$ cat config.mk
export PLATFORM = sky130hd
export DESIGN_NAME = load_store_unit
export DESIGN_NICKNAME = d
export VERILOG_FILES = /design/src/rtl/lsu_pkg.sv /design/src/rtl/lsu_align.sv /design/src/rtl/load_store_unit.sv
export SDC_FILE = /design/constraint.sdc
export NUM_CORES = 1
export LEC_CHECK = 0
export ABC_AREA = 0
export CORE_ASPECT_RATIO = 1.2
export CORE_MARGIN = 2
export CORE_UTILIZATION = 40
export DETAILED_ROUTE_END_ITERATION = 7
export PLACE_DENSITY_LB_ADDON = 0.05
export SKIP_LAST_GASP = 1
export SYNTH_ARGS = -nofsm -noshare
export SYNTH_HDL_FRONTEND = slang
export SYNTH_HIERARCHICAL = 1
export SYNTH_SLANG_ARGS = --single-unit
$ cat constraint.sdc
create_clock -name clk -period 2.3 [get_ports clk]
set_input_delay 0.345 -clock clk [delete_from_list [all_inputs] [get_ports clk]]
set_output_delay 0.345 -clock clk [all_outputs]
set_load 0.03 [all_outputs]
$ cat src/rtl/lsu_pkg.sv
// Shared definitions for the load/store unit: RV32I funct3 encodings, FSM states and
// the request legality check.
package lsu_pkg;

   localparam logic [2:0] F3_B  = 3'b000;
   localparam logic [2:0] F3_H  = 3'b001;
   localparam logic [2:0] F3_W  = 3'b010;
   localparam logic [2:0] F3_BU = 3'b100;
   localparam logic [2:0] F3_HU = 3'b101;

   typedef enum logic [2:0] {
      StIdle,
      StRd,
      StWait,
      StWr,
      StErr
   } lsu_state_e;

   function automatic logic is_half(input logic [2:0] funct3);
      return (funct3 == F3_H) || (funct3 == F3_HU);
   endfunction

   function automatic logic is_legal_funct3(input logic [2:0] funct3);
      return (funct3 == F3_B) || (funct3 == F3_H) || (funct3 == F3_W) ||
             (funct3 == F3_BU) || (funct3 == F3_HU);
   endfunction

   // A request must be exactly one of load/store, use a defined size and be naturally aligned.
   function automatic logic req_illegal(input logic       rd,
                                        input logic       wr,
                                        input logic [2:0] funct3,
                                        input logic [1:0] offset);
      logic bad;
      bad = (rd == wr) || !is_legal_funct3(funct3);
      if (is_half(funct3) && offset[0]) begin
         bad = 1'b1;
      end
      if ((funct3 == F3_W) && (offset != 2'b00)) begin
         bad = 1'b1;
      end
      return bad;
   endfunction

endpackage

$ cat src/rtl/lsu_align.sv
// Lane steering for the LSU: load extraction with sign/zero extension and the
// read-modify-write merge of sub-word store data into a memory word.
module lsu_align
   import lsu_pkg::*;
#(
   parameter int unsigned XLEN = 32
) (
   input  logic [XLEN-1:0] word_i,
   input  logic [XLEN-1:0] wdata_i,
   input  logic [1:0]      offset_i,
   input  logic [2:0]      funct3_i,
   output logic [XLEN-1:0] rdata_o,
   output logic [XLEN-1:0] merged_o
);

   logic [4:0]      shamt;
   logic [XLEN-1:0] shifted;
   logic [XLEN-1:0] lane_mask;
   logic [XLEN-1:0] lane_mask_sh;

   assign shamt   = {offset_i, 3'b000};
   assign shifted = word_i >> shamt;

   always_comb begin
      rdata_o = '0;
      case (funct3_i)
         F3_B:    rdata_o = {{(XLEN-8){shifted[7]}}, shifted[7:0]};
         F3_H:    rdata_o = {{(XLEN-16){shifted[15]}}, shifted[15:0]};
         F3_W:    rdata_o = word_i;
         F3_BU:   rdata_o = {{(XLEN-8){1'b0}}, shifted[7:0]};
         F3_HU:   rdata_o = {{(XLEN-16){1'b0}}, shifted[15:0]};
         default: rdata_o = '0;
      endcase
   end

   // Only the addressed byte/halfword lanes take store data; the rest keep memory contents.
   always_comb begin
      lane_mask = '0;
      if (funct3_i == F3_W) begin
         lane_mask = '1;
      end else if (funct3_i[1:0] == 2'b01) begin
         lane_mask[15:0] = '1;
      end else begin
         lane_mask[7:0] = '1;
      end
      lane_mask_sh = lane_mask << shamt;
      merged_o     = (word_i & ~lane_mask_sh) | ((wdata_i << shamt) & lane_mask_sh);
   end

endmodule

$ cat src/rtl/load_store_unit.sv
// MEM-stage load/store unit: turns RV32I loads and stores into single-cycle word reads and
// writes on the data memory, using read-modify-write for byte and halfword stores.
module load_store_unit
   import lsu_pkg::*;
#(
   parameter int unsigned ADDR_W = 10,
   parameter int unsigned XLEN   = 32
) (
   input  logic              clk,
   input  logic              reset,
   input  logic              req_valid,
   output logic              req_ready,
   input  logic              req_read,
   input  logic              req_write,
   input  logic [2:0]        req_funct3,
   input  logic [XLEN-1:0]   req_addr,
   input  logic [XLEN-1:0]   req_wdata,
   output logic              resp_valid,
   output logic [XLEN-1:0]   resp_rdata,
   output logic              resp_err,
   output logic [ADDR_W-1:0] dm_address,
   output logic [XLEN-1:0]   dm_data_in,
   output logic              dm_ReadEnable,
   output logic              dm_WriteEnable,
   input  logic [XLEN-1:0]   dm_memData
);

   lsu_state_e      state_q;
   logic [1:0]      offset_q;
   logic [2:0]      funct3_q;
   logic            write_q;
   logic [XLEN-1:0] wdata_q;

   logic            req_err;
   logic [XLEN-1:0] load_data;
   logic [XLEN-1:0] merged_data;
   logic            unused_addr;

   assign req_ready   = (state_q == StIdle);
   assign req_err     = req_illegal(req_read, req_write, req_funct3, req_addr[1:0]);
   // Upper address bits alias; the memory only sees the word index.
   assign unused_addr = ^req_addr[XLEN-1:ADDR_W+2];

   lsu_align #(
      .XLEN(XLEN)
   ) u_align (
      .word_i  (dm_memData),
      .wdata_i (wdata_q),
      .offset_i(offset_q),
      .funct3_i(funct3_q),
      .rdata_o (load_data),
      .merged_o(merged_data)
   );

   always_ff @(posedge clk) begin
      if (reset) begin
         state_q        <= StIdle;
         offset_q       <= 2'b00;
         funct3_q       <= F3_B;
         write_q        <= 1'b0;
         wdata_q        <= '0;
         resp_valid     <= 1'b0;
         resp_err       <= 1'b0;
         resp_rdata     <= '0;
         dm_ReadEnable  <= 1'b0;
         dm_WriteEnable <= 1'b0;
         dm_address     <= '0;
         dm_data_in     <= '0;
      end else begin
         // Strobes and the response are single-cycle pulses unless a state re-asserts them.
         resp_valid     <= 1'b0;
         resp_err       <= 1'b0;
         resp_rdata     <= '0;
         dm_ReadEnable  <= 1'b0;
         dm_WriteEnable <= 1'b0;

         case (state_q)
            StIdle: begin
               if (req_valid) begin
                  offset_q <= req_addr[1:0];
                  funct3_q <= req_funct3;
                  write_q  <= req_write;
                  wdata_q  <= req_wdata;
                  if (req_err) begin
                     state_q <= StErr;
                  end else if (req_write && (req_funct3 == F3_W)) begin
                     dm_address     <= req_addr[ADDR_W+1:2];
                     dm_data_in     <= req_wdata;
                     dm_WriteEnable <= 1'b1;
                     state_q        <= StWr;
                  end else begin
                     dm_address    <= req_addr[ADDR_W+1:2];
                     dm_ReadEnable <= 1'b1;
                     state_q       <= StRd;
                  end
               end
            end

            StRd: begin
               state_q <= StWait;
            end

            StWait: begin
               if (write_q) begin
                  dm_data_in     <= merged_data;
                  dm_WriteEnable <= 1'b1;
                  state_q        <= StWr;
               end else begin
                  resp_rdata <= load_data;
                  resp_valid <= 1'b1;
                  state_q    <= StIdle;
               end
            end

            StWr: begin
               resp_valid <= 1'b1;
               state_q    <= StIdle;
            end

            StErr: begin
               resp_valid <= 1'b1;
               resp_err   <= 1'b1;
               state_q    <= StIdle;
            end

            default: begin
               state_q <= StIdle;
            end
         endcase
      end
   end

endmodule

# Yosys cells after proc, flatten, opt, wreduce, memory -nomap -nowiden
# Cells that the tools add are included.
# Widths: inputs -> output; s select.
[word_totals]
out_inout_bits = 79
reg_bits = 119
inputBits = 104
wordCells = 87
[classes]
n_eq_ne = 18
shift = 3
bitwise_logic = 8
n_mux = 25
reduce_logical = 21
[ops]
columns = ["cell", "n"]
rows = [
  ["$pmux 32 s5", 1],
  ["$mux 32", 4],
  ["$and 32x32->32", 2],
  ["$pmux 32 s2", 1],
  ["$shl 32x5->32", 2],
  ["$mux 16", 2],
  ["$not 32->32", 1],
  ["$or 32x32->32", 1],
  ["$shr 32x5->16", 1],
  ["$eq 3x3->1 const B", 5],
  ["$eq 3x2->1 const B", 4],
  ["$eq 3x1->1 const B", 3],
  ["$logic_not 3->1", 3],
  ["$mux 1", 9],
  ["$pmux 3 s3", 1],
  ["$mux 8", 1],
  ["$logic_or 1x1->1", 6],
  ["$mux 3", 2],
  ["$ne 2x2->1 const B", 3],
  ["$reduce_and 5->1", 1],
  ["$mux 2", 2],
  ["$not 1->1", 4],
  ["$pmux 1 s2", 2],
  ["$reduce_bool 2->1", 2],
  ["10 further kinds", 12],
]

# Longest topological paths before layout
# Gate-level depths: netlist of run 1.
[logic_depth]
word_depth = 12
depth_mapped = 8
mapped_depth_nobuf = 6

# Modules after synthesis
# Netlist of run 1, hierarchy kept.
[by_module_without_submodules]
columns = ["module", "seq_area_each_um2", "cells_each", "area_each_um2", "n_inst"]
rows = [
  ["load_store_unit", 2382.3, 452, 4599.4, 1],
  ["lsu_align", 0.0, 228, 1505.2, 1],
]

# Least setup slack after synthesis of run 1
# Ideal clock, no wire load.
[synth_timing]
path_kind = "reg2reg"
from = "register state_q[0]"
to = "register wdata_q[15]"
t_arrival_ns = 1.944
path_slack_ns = 0.224
synth_period_minus_slack_ns = 2.076
stages_incl_launch_ff = 8
required_ns = 2.168
setup_ns = 0.132
n_path_buf = 3
cell_sequence = "dfxtp_1 > buf_2 > nor3_1 > nand2_1 > buf_2 > buf_2 > nand2_1 > a21oi_1"
[synth_via]
elab_chain_cells = 2
[synth_rtl]
columns = ["element", "line", "text"]
rows = [
  ["start: declaration", "load_store_unit.sv:28", "lsu_state_e state_q;"],
  ["start signal: assignment", "load_store_unit.sv:57", "state_q <= StIdle;"],
  ["start signal: assignment", "load_store_unit.sv:85", "state_q <= StErr;"],
  ["start signal: assignment", "load_store_unit.sv:90", "state_q <= StWr;"],
  ["$logic_not 3->1", "-", ""],
  ["via req_ready", "load_store_unit.sv:12", "output logic req_ready,"],
  ["$reduce_and 2->1 (no source line)", "-", ""],
  ["end signal: assignment", "load_store_unit.sv:83", "wdata_q <= req_wdata;"],
  ["end: declaration", "load_store_unit.sv:32", "logic [XLEN-1:0] wdata_q;"],
]
# The timed path passes the listed nets, and every way through them passes these cells.
# A chain may end at the register's enable or synchronous reset.

# Worst setup path in the final report of run 1
[layout_timing]
from = "register funct3_q[1]"
to = "register dm_data_in[23]"
[layout_via]
elab_chain_cells = 9
elab_cells_between_ends = 12
cone_classes = "eq/ne (2); shift (1); mux (5); bitwise (4)"
[layout_rtl]
columns = ["element", "line", "text"]
rows = [
  ["start: declaration", "load_store_unit.sv:30", "logic [2:0] funct3_q;"],
  ["start signal: assignment", "load_store_unit.sv:81", "funct3_q <= req_funct3;"],
  ["$eq 2x1->1", "lsu_align.sv:41", "end else if (funct3_i[1:0] == 2'b01) begin"],
  ["$mux 8", "lsu_align.sv:41", ""],
  ["$mux 16", "lsu_align.sv:39", "if (funct3_i == F3_W) begin"],
  ["$shl 32x5->32 *", "lsu_align.sv:46", "lane_mask_sh = lane_mask << shamt;"],
  ["$not 32->32", "lsu_align.sv:47", "merged_o = (word_i & ~lane_mask_sh) | ((wdata_i << shamt) & lane_mask_sh);"],
  ["$and 32x32->32", "lsu_align.sv:47", ""],
  ["$or 32x32->32 *", "lsu_align.sv:47", ""],
  ["via merged_data[23]", "load_store_unit.sv:36", "logic [XLEN-1:0] merged_data;"],
  ["$mux 32 *", "load_store_unit.sv:104", "if (write_q) begin"],
  ["$pmux 32 s2 *", "load_store_unit.sv:77", "case (state_q)"],
  ["end signal: assignment", "load_store_unit.sv:88", "dm_data_in <= req_wdata;"],
  ["end signal: assignment", "load_store_unit.sv:105", "dm_data_in <= merged_data;"],
  ["end: declaration", "load_store_unit.sv:22", "output logic [XLEN-1:0] dm_data_in,"],
]
# The timed path passes the listed nets; every way through them passes the cells marked *. The select of a mux whose other input is x is not followed.

==> results.json, run 1 <==
{
  "post-cts-setup-buffer-count": 0,
  "p_per_area_nw_per_um2": 675.9,
  "cts_made_buffers": 17,
  "worst_r2r_path_depth": 6,
  "r2r-start": "funct3_q[1]",
  "port_buffers": 162,
  "die_x_um": 116.8,
  "place_congestion": 0.8984,
  "antenna_found_initial": 0,
  "yosys_register_bits": 119,
  "routed_via_density": 5.222,
  "clock_latency_ns": 0.41,
  "grt_pass1_wl_um": 28890,
  "syn_inst": 680,
  "std_cell_rows": 49,
  "design_area_um2": 8559,
  "layout-drive-gt1-share": 0.1623,
  "syn_nets": 784,
  "clock_sinks": 119,
  "whs_ns": 0.2579,
  "syn_area_per_cell_um2": 8.977,
  "hold_path.class": "in -> reg",
  "io_pins": 183,
  "overflow": 0,
  "area_delta_synth_final_pct": 40.21,
  "r2r-end": "dm_data_in[23]",
  "core_um2": 14960,
  "cts-root-buf": "clkbuf_16",
  "max-slew-margin-rel": 0.6805,
  "place_area_um2": 7961,
  "maxCapViolations": 0,
  "min_period_ns": 2.160,
  "die-area_um2": 16270,
  "fin_crit_sh": 0.9390,
  "finalHoldViolations": 0,
  "tightest_slew_ns": 0.4775,
  "yosysSeqAreaShare": 0.3902,
  "ff2ff_setup_slack_ns": 0.14,
  "ctsHoldBuffers": 0,
  "clock.fmax_ghz": 0.4630,
  "worstPathMaxFanout": 9,
  "ir_worst_vdd_uv": 390.4,
  "grt_use_total": 0.2301,
  "worstSetupStartpointType": "register",
  "layout_setup_ws_ns": 0.1402,
  "cp_data_required_time_ns": 2.58,
  "rsz0062_at_grt": "no",
  "cp-end-kind": "register",
  "fin_skew_ns": 0.007739,
  "final_nets": 936,
  "grt_max_degree": 73,
  "status": "finished clean",
  "initial_core_util": 0.4081,
  "drt-initial-drc-count": 315,
  "pre_cts_slack_ns": 0.09755,
  "first_global_vias": 5267,
  "syn_area_um2": 6105,
  "drt-pass1-iter-count": 5,
  "finalSetupViolations": 0,
  "clk_path_buf_depth": 2,
  "die_h_um": 139.3,
  "ys_warn_count": 6,
  "path_clk_slew_ns": 0.05,
  "finish.utilization": 0.5722,
  "drv_slew": 0,
  "h-tree-depth": 4,
  "worstPathArrival_ns": 2.44,
  "worstHoldEndpoint": "wdata_q[0]",
  "cts_tree": "built",
  "drc": 0,
  "tns_ns": 0,
  "ant_nets": 0,
  "diodes": 0,
  "hold_depth": 2,
  "netlist-cell-type-count": 47,
  "avgRoutedWirePerCell_um": 17.93,
  "dp_hpwl_um": 13780,
  "totalWireLength_um": 18790,
  "vias": 5473,
  "total_leakage_power_nw": 3.047,
  "holdCritStartpoint": "reset",
  "path_class": "reg -> reg"
}
metal layers:
layer	share of wire	global-route usage	up-vias
li1	-	-	2715
met1	0.45	0.3053	2544
met2	0.47	0.3684	197
met3	0.062	0.05749	17
met4	0.014	0.06749	0
met5	0	0	-
logic make-up after synthesis:
group / share of synthesized area
xor gates and xnor gates: 0.002870
muxes: 0.1572
DFF: 0.3902
AOI/OAI and AO/OA: 0.2117
buffers and inverters: 0.05513
and+or+nand+nor: 0.1828
through the flow:
stage	power (mW)	cells
2_1_floorplan	2.750	680
3_3_place_gp	3.128	1017
3_5_place_dp	3.136	1017
4_1_cts	5.828	1048
5_1_grt	6.009	1048
6_report	5.785	1048
flip-flops by register name, summed over array words and instances (netlist names):
register / flops
dm_ReadEnable: 1
dm_WriteEnable: 1
dm_address: 10
dm_data_in: 32
funct3_q: 3
offset_q: 2
resp_err: 1
resp_rdata: 32
resp_valid: 1
state_q: 3
wdata_q: 32
write_q: 1
timing repair:
action                                  CTS  global route
resized for setup                         1             0
pin swaps                                 0             1
endpoints found under the setup margin    1             1
where the power goes:
part | total [mW] | internal, mW | switching (mW)
registers | 2.19 | 2.12 | 0.0629
clock network | 2.69 | 1.78 | 0.911
logic | 0.910 | 0.422 | 0.488
worst max-delay path, stage by stage (launching register included):
cell      delay [ns]
dfxtp_1         0.46
nand2b_2        0.29
nor3_4          0.10
nor3_4          0.39
mux2_2          0.39
mux2i_1         0.28
a211oi_2        0.12
cell usage after synthesis, drive strengths merged:
master | number | share of area
and3 | 1 | 0.0010
mux2 | 31 | 0.057
buf | 38 | 0.041
mux2i | 61 | 0.10
o21ai | 17 | 0.014
or3b | 2 | 0.0033
nand2b | 2 | 0.0025
nor2b | 10 | 0.010
or4 | 1 | 0.0012
a22oi | 11 | 0.014
xor2 | 2 | 0.0029
a211oi | 73 | 0.11
o211ai | 1 | 0.0012
nor2 | 28 | 0.018
a21o | 2 | 0.0037
dfxtp | 119 | 0.39
nor3b | 4 | 0.0066
o31ai | 4 | 0.0049
nor4b | 2 | 0.0053
a31oi | 2 | 0.0045
nand3b | 1 | 0.0012
nor3 | 5 | 0.0086
a21oi | 60 | 0.051
a32oi | 1 | 0.0014
a222oi | 1 | 0.0016
and2 | 33 | 0.034
a22o | 1 | 0.0014
nand2 | 136 | 0.084
clkbuf | 22 | 0.014
inv | 1 | 0.00061
and4 | 2 | 0.0029
nand3 | 6 | 0.0049
area by class of cell:
cell class	instances	area [um2]
Fill cell	1430	6400
Multi-Input combinational cell	500	3405
Sequential cell	119	2384
Timing Repair Buffer	193	1913
Clock buffer	23	478.0
Tap cell	204	255.2
Clock inverter	8	121.4
Inverter	1	3.754
cells in the final DEF (no fill, tap or decap), types with 2 or more instances in the layout:
| master | Yosys | layout |
|---|---|---|
| clkdlybuf4s50_1 | 0 | 160 |
| nand2_1 | 136 | 136 |
| dfxtp_1 | 119 | 118 |
| mux2i_1 | 61 | 61 |
| a21oi_1 | 59 | 59 |
| a211oi_1 | 43 | 43 |
| and2_1 | 33 | 33 |
| a211oi_2 | 30 | 30 |
| mux2_2 | 30 | 30 |
| nor2_1 | 27 | 27 |
| buf_4 | 7 | 27 |
| o21ai_0 | 17 | 17 |
| clkbuf_16 | 0 | 17 |
| a22oi_1 | 11 | 11 |
| nor2b_1 | 10 | 10 |
| nand3_1 | 6 | 6 |
| buf_12 | 0 | 5 |
| o31ai_1 | 4 | 4 |
| nor3_4 | 2 | 3 |
| clkbuf_1 | 22 | 3 |
| clkinv_2 | 0 | 3 |
| clkbuf_8 | 0 | 3 |
| bufinv_16 | 0 | 3 |
| nor3_1 | 2 | 2 |
| xor2_1 | 2 | 2 |
| nor3b_2 | 2 | 2 |
worst max path at each step:
stage / from / end / slack, ns / cells past startpoint
6_report: funct3_q[1] / dm_data_in[23] / 0.14 / 6
3_3_place_gp: funct3_q[1] / dm_data_in[23] / 0.11 / 6
2_1_floorplan: state_q[0] / wdata_q[15] / 0.22 / 7
5_1_grt: funct3_q[1] / dm_data_in[23] / 0.03 / 6
3_5_place_dp: funct3_q[1] / dm_data_in[23] / 0.1 / 6
4_1_cts: funct3_q[1] / dm_data_in[23] / 0.06 / 6
(Power assumes the default switching activity.)
==> run 2: changes to the inputs <==
RECOVER_POWER = 50   (was not set)
==> results.json, run 2 (synthesis results as in run 1) <==
{
  "layout_commonest_cell": "nand2_1",
  "overflow": 0,
  "vias": 5485,
  "cts_made_buffers": 17,
  "total_leakage_power_nw": 3.234,
  "std_cell_rows": 49,
  "path_clk_slew_ns": 0.05,
  "clock_latency_ns": 0.41,
  "ir_worst_vdd_uv": 390.0,
  "drv_slew": 0,
  "hold_depth": 2,
  "port_buffers": 162,
  "drt-initial-drc-count": 302,
  "reg.largest.list": "dm_data_in: 32 flops, resp_rdata: 32 flops, wdata_q: 32 flops",
  "layout-drive-gt1-share": 0.1600,
  "worstPathArrival_ns": 2.45,
  "whs_ns": 0.2575,
  "cts_tree": "built",
  "ant_nets": 0,
  "finalPower_mw": 5.777,
  "first_global_vias": 5267,
  "finish.utilization": 0.5710,
  "final_nets": 936,
  "area_delta_synth_final_pct": 39.93,
  "dp_hpwl_um": 13780,
  "p_per_area_nw_per_um2": 676.4,
  "io_pins": 183,
  "drt-pass1-iter-count": 5,
  "finalHoldViolations": 0,
  "max-slew-margin-rel": 0.4629,
  "clock.fmax_ghz": 0.4610,
  "grt_max_degree": 73,
  "routed_via_density": 5.234,
  "drc": 0,
  "clk_path_buf_depth": 2,
  "h-tree-depth": 4,
  "r2r-end": "dm_data_in[23]",
  "min_period_ns": 2.169,
  "hold_path.class": "in -> reg",
  "finalSetupViolations": 0,
  "rsz0062_at_grt": "no",
  "antenna_found_initial": 0,
  "cp-end-kind": "register",
  "post-cts-setup-buffer-count": 0,
  "maxCapViolations": 0,
  "path_class": "reg -> reg",
  "tightest_slew_ns": 0.8056,
  "r2r-start": "funct3_q[1]",
  "worstHoldEndpoint": "wdata_q[0]",
  "fin_crit_sh": 0.9431,
  "totalWireLength_um": 18780,
  "grt_pass1_wl_um": 28890,
  "cp_data_required_time_ns": 2.58,
  "die_x_um": 116.8,
  "tns_ns": 0,
  "die_h_um": 139.3,
  "layout_common_cells": "nand2_1, dfxtp_1, clkdlybuf4s50_1",
  "core_um2": 14960,
  "cts-root-buf": "clkbuf_16",
  "die-area_um2": 16270,
  "grt_use_total": 0.2301,
  "fin_skew_ns": 0.006894,
  "worstPathMaxFanout": 9,
  "holdCritStartpoint": "reset",
  "worst_r2r_path_depth": 6,
  "status": "finished clean",
  "avgRoutedWirePerCell_um": 17.92,
  "worstSetupStartpointType": "register",
  "initial_core_util": 0.4081,
  "clock_sinks": 119,
  "ff2ff_setup_slack_ns": 0.13,
  "place_congestion": 0.8984,
  "diodes": 0
}
run 2: cell count changes in the layout (fill, tap and decap cells not counted):
cell,before,now
clkdlybuf4s50_1,160,106
dlygate4sd3_1,0,54
buf_4,27,25
clkbuf_2,0,2
and2_0,0,1
and2_1,33,32
and4_1,1,2
and4_2,1,0
nor3b_1,1,2
nor3b_4,1,0
run 2: stage by stage:
stage	worst slack (ns)	cell area, um2	cells
2_1_floorplan	0.2241	6105	680
3_3_place_gp	0.1117	7961	1017
3_5_place_dp	0.09755	7961	1017
4_1_cts	0.05520	8559	1048
5_1_grt	0.03376	8542	1048
6_report	0.1308	8542	1048
run 2: how the worst max path moves through the flow:
stage	startpoint	endpoint	slack [ns]	cells after the start
2_1_floorplan	state_q[0]	wdata_q[15]	0.22	7
3_3_place_gp	funct3_q[1]	dm_data_in[23]	0.11	6
3_5_place_dp	funct3_q[1]	dm_data_in[23]	0.1	6
4_1_cts	funct3_q[1]	dm_data_in[23]	0.06	6
5_1_grt	funct3_q[1]	dm_data_in[23]	0.03	6
6_report	funct3_q[1]	dm_data_in[23]	0.13	6
run 2: metal layers:
layer,vias to the layer above,track usage,routed length [um]
li1,2715,-,-
met1,2571,0.3053,8358
met2,182,0.3684,8913
met3,17,0.05749,1246
met4,0,0.06749,262
met5,-,0,0
run 2: where the power goes:
group | switching [mW] | internal (mW)
registers | 0.0617 | 2.12
clock network | 0.908 | 1.78
logic | 0.489 | 0.418
total | 1.46 | 4.32
run 2: critical path: stages (launching register included):
cell	delay (ns)
dfxtp_1	0.46
nand2b_2	0.29
nor3_4	0.10
nor3_4	0.39
mux2_2	0.39
mux2i_1	0.28
a211oi_2	0.12
run 2: layout make-up:
type,count,area [um2]
Tap cell,204,255.2
Multi-Input combinational cell,500,3392
Sequential cell,119,2384
Inverter,1,3.754
Clock inverter,8,121.4
Clock buffer,23,478.0
Timing Repair Buffer,193,1908
Fill cell,1431,6417
run 2: repair_timing:
action | 4_1_cts | 5_1_grt
hold buffers | 0 | 0
gates resized for setup | 1 | 0
gates cloned | 0 | 0
endpoints found under the setup margin | 1 | 1
pin swaps | 0 | 1
==> run 3: changes to the inputs <==
clock period = 1.8 ns   (was 2.3 ns; I/O delays follow)
==> results.json, run 3 (synthesis results as in run 1) <==
{
  "vias": 5801,
  "drt-initial-drc-count": 256,
  "overflow": 0,
  "ff2ff_setup_slack_ns": -0.03,
  "port_buffers": 162,
  "die_h_um": 139.3,
  "status": "finished with violations",
  "fin_skew_ns": 0.007805,
  "cpMaxStageDelayCell": "or3b_4",
  "die_x_um": 116.8,
  "finish.utilization": 0.6280,
  "routed_via_density": 5.236,
  "cts_tree": "built",
  "clock.fmax_ghz": 0.5475,
  "worstHoldEndpoint": "wdata_q[9]",
  "maxCapViolations": 0,
  "diodes": 0,
  "rsz0062_at_grt": "yes",
  "worstSetupStartpointType": "register",
  "total_leakage_power_nw": 3.581,
  "crit_buf_inv": 1,
  "cts-root-buf": "clkbuf_16",
  "dp_hpwl_um": 15240,
  "grt_pass1_wl_um": 30960,
  "finalHoldViolations": 0,
  "layout-drive-gt1-share": 0.2666,
  "p_per_area_nw_per_um2": 813.3,
  "clock_latency_ns": 0.42,
  "fin_crit_sh": 1.015,
  "worst_r2r_path_depth": 7,
  "std_cell_rows": 49,
  "avgRoutedWirePerCell_um": 18.38,
  "drt-pass1-iter-count": 5,
  "totalWireLength_um": 20370,
  "max_stage_delay_ns": 0.45,
  "first_global_vias": 5721,
  "r2r-start": "funct3_q[2]",
  "core_um2": 14960,
  "critical-path-top-delay-family": "simple AND/OR/NAND/NOR gates",
  "ir_worst_vdd_uv": 562.3,
  "drv_slew": 0,
  "drc": 0,
  "area_delta_synth_final_pct": 53.88,
  "finalSetupViolations": 11,
  "clock_sinks": 119,
  "reg.largest.list": "dm_data_in: 32 flops, resp_rdata: 32 flops, wdata_q: 32 flops",
  "r2r-end": "dm_data_in[18]",
  "ctsHoldBuffers": 0,
  "max-slew-margin-rel": 0.6524,
  "path_class": "reg -> reg",
  "cts_made_buffers": 17,
  "clk_path_buf_depth": 2,
  "antenna_found_initial": 0,
  "tightest_slew_ns": 0.5183,
  "cp_data_required_time_ns": 2.10,
  "path_clk_slew_ns": 0.05,
  "grt_use_total": 0.2482,
  "pre_cts_slack_ns": -0.3128,
  "failed_checks": "negative setup slack",
  "layout_common_cells": "clkdlybuf4s50_1, nand2_1, dfxtp_1",
  "worstPathMaxFanout": 8,
  "min_period_ns": 1.826,
  "grt_max_degree": 46,
  "initial_core_util": 0.4081,
  "worstPathArrival_ns": 2.12,
  "ant_nets": 0,
  "holdCritStartpoint": "reset",
  "hold_depth": 2,
  "cp-end-kind": "register",
  "final_nets": 996,
  "io_pins": 183,
  "layout_setup_ws_ns": -0.02635,
  "die-area_um2": 16270,
  "path_cells": "or3b_4 -> nor2_4 -> nor3_4 -> buf_12 -> mux2_4 -> mux2i_4 -> a211oi_2",
  "layout_commonest_cell": "clkdlybuf4s50_1",
  "place_congestion": 0.8748,
  "h-tree-depth": 4,
  "hold_path.class": "in -> reg"
}
-- run 3: cell types whose count changed in the layout (fill, tap and decap cells not counted), moves of 8 or more --
cell             delta
dlygate4sd3_1      -19
mux2i_4             +8
buf_4              +45
nand2_2            +15
clkdlybuf4s50_1    +19
nand2_1            -15
mux2i_1            -12
buf_12             +12
-- run 3: what timing repair did --
item	in CTS	in global routing
setup buffers	3	5
endpoints found under the setup margin	16	44
pin swaps	5	7
resized for setup	24	39
cloned	0	1
-- run 3: worst max-delay path by stage --
stage                    from              to  slack, ns  depth (start not counted)
2_1_floorplan     funct3_q[0]  dm_data_in[31]       0.01                          6
3_5_place_dp   dm_memData[23]   resp_rdata[9]      -0.31                          6
6_report          funct3_q[2]  dm_data_in[18]      -0.03                          7
3_3_place_gp   dm_memData[23]   resp_rdata[9]      -0.35                          6
5_1_grt           funct3_q[0]  dm_data_in[27]      -0.10                          7
4_1_cts           funct3_q[0]  dm_data_in[23]      -0.06                          7
-- run 3: per-layer routing --
layer / vias up / global-route usage / wire length, um / share of wire
li1: 2831 / - / - / -
met1: 2718 / 0.3137 / 8538 / 0.42
met2: 216 / 0.4119 / 10050 / 0.49
met3: 36 / 0.04922 / 1133 / 0.056
met4: 0 / 0.09721 / 645 / 0.032
met5: - / 0 / 0 / 0
-- run 3: layout make-up --
cell class                      instances  area, um2
Multi-Input combinational cell        500       3631
Fill cell                            1368       5565
Tap cell                              204      255.2
Inverter                                1      3.754
Clock buffer                           22      454.2
Sequential cell                       119       2386
Timing Repair Buffer                  253       2537
Clock inverter                          9      126.4
-- run 3: through the flow --
step                      area [um2]  TNS (ns)  hold slack [ns]  cells  power, mW
final                           9394   -0.1680           0.2651   1108      7.640
after global routing            9394    -2.712           0.2628   1108      7.915
after CTS                       9233   -0.4270           0.2511   1103      7.614
after detailed placement        8492    -15.07           0.4472   1069      4.171
after global placement          8492    -13.77           0.4406   1069      4.155
after floorplan                 6112         0           0.4060    680      3.516
-- run 3: report_power, final --
part,total [mW],internal [mW],switching [mW],leakage (nW)
Clock,3.37,2.19,1.17,0.284
Sequential,2.77,2.71,0.0604,0.967
Combinational,1.50,0.745,0.754,2.33
Total,7.64,5.65,1.99,3.58
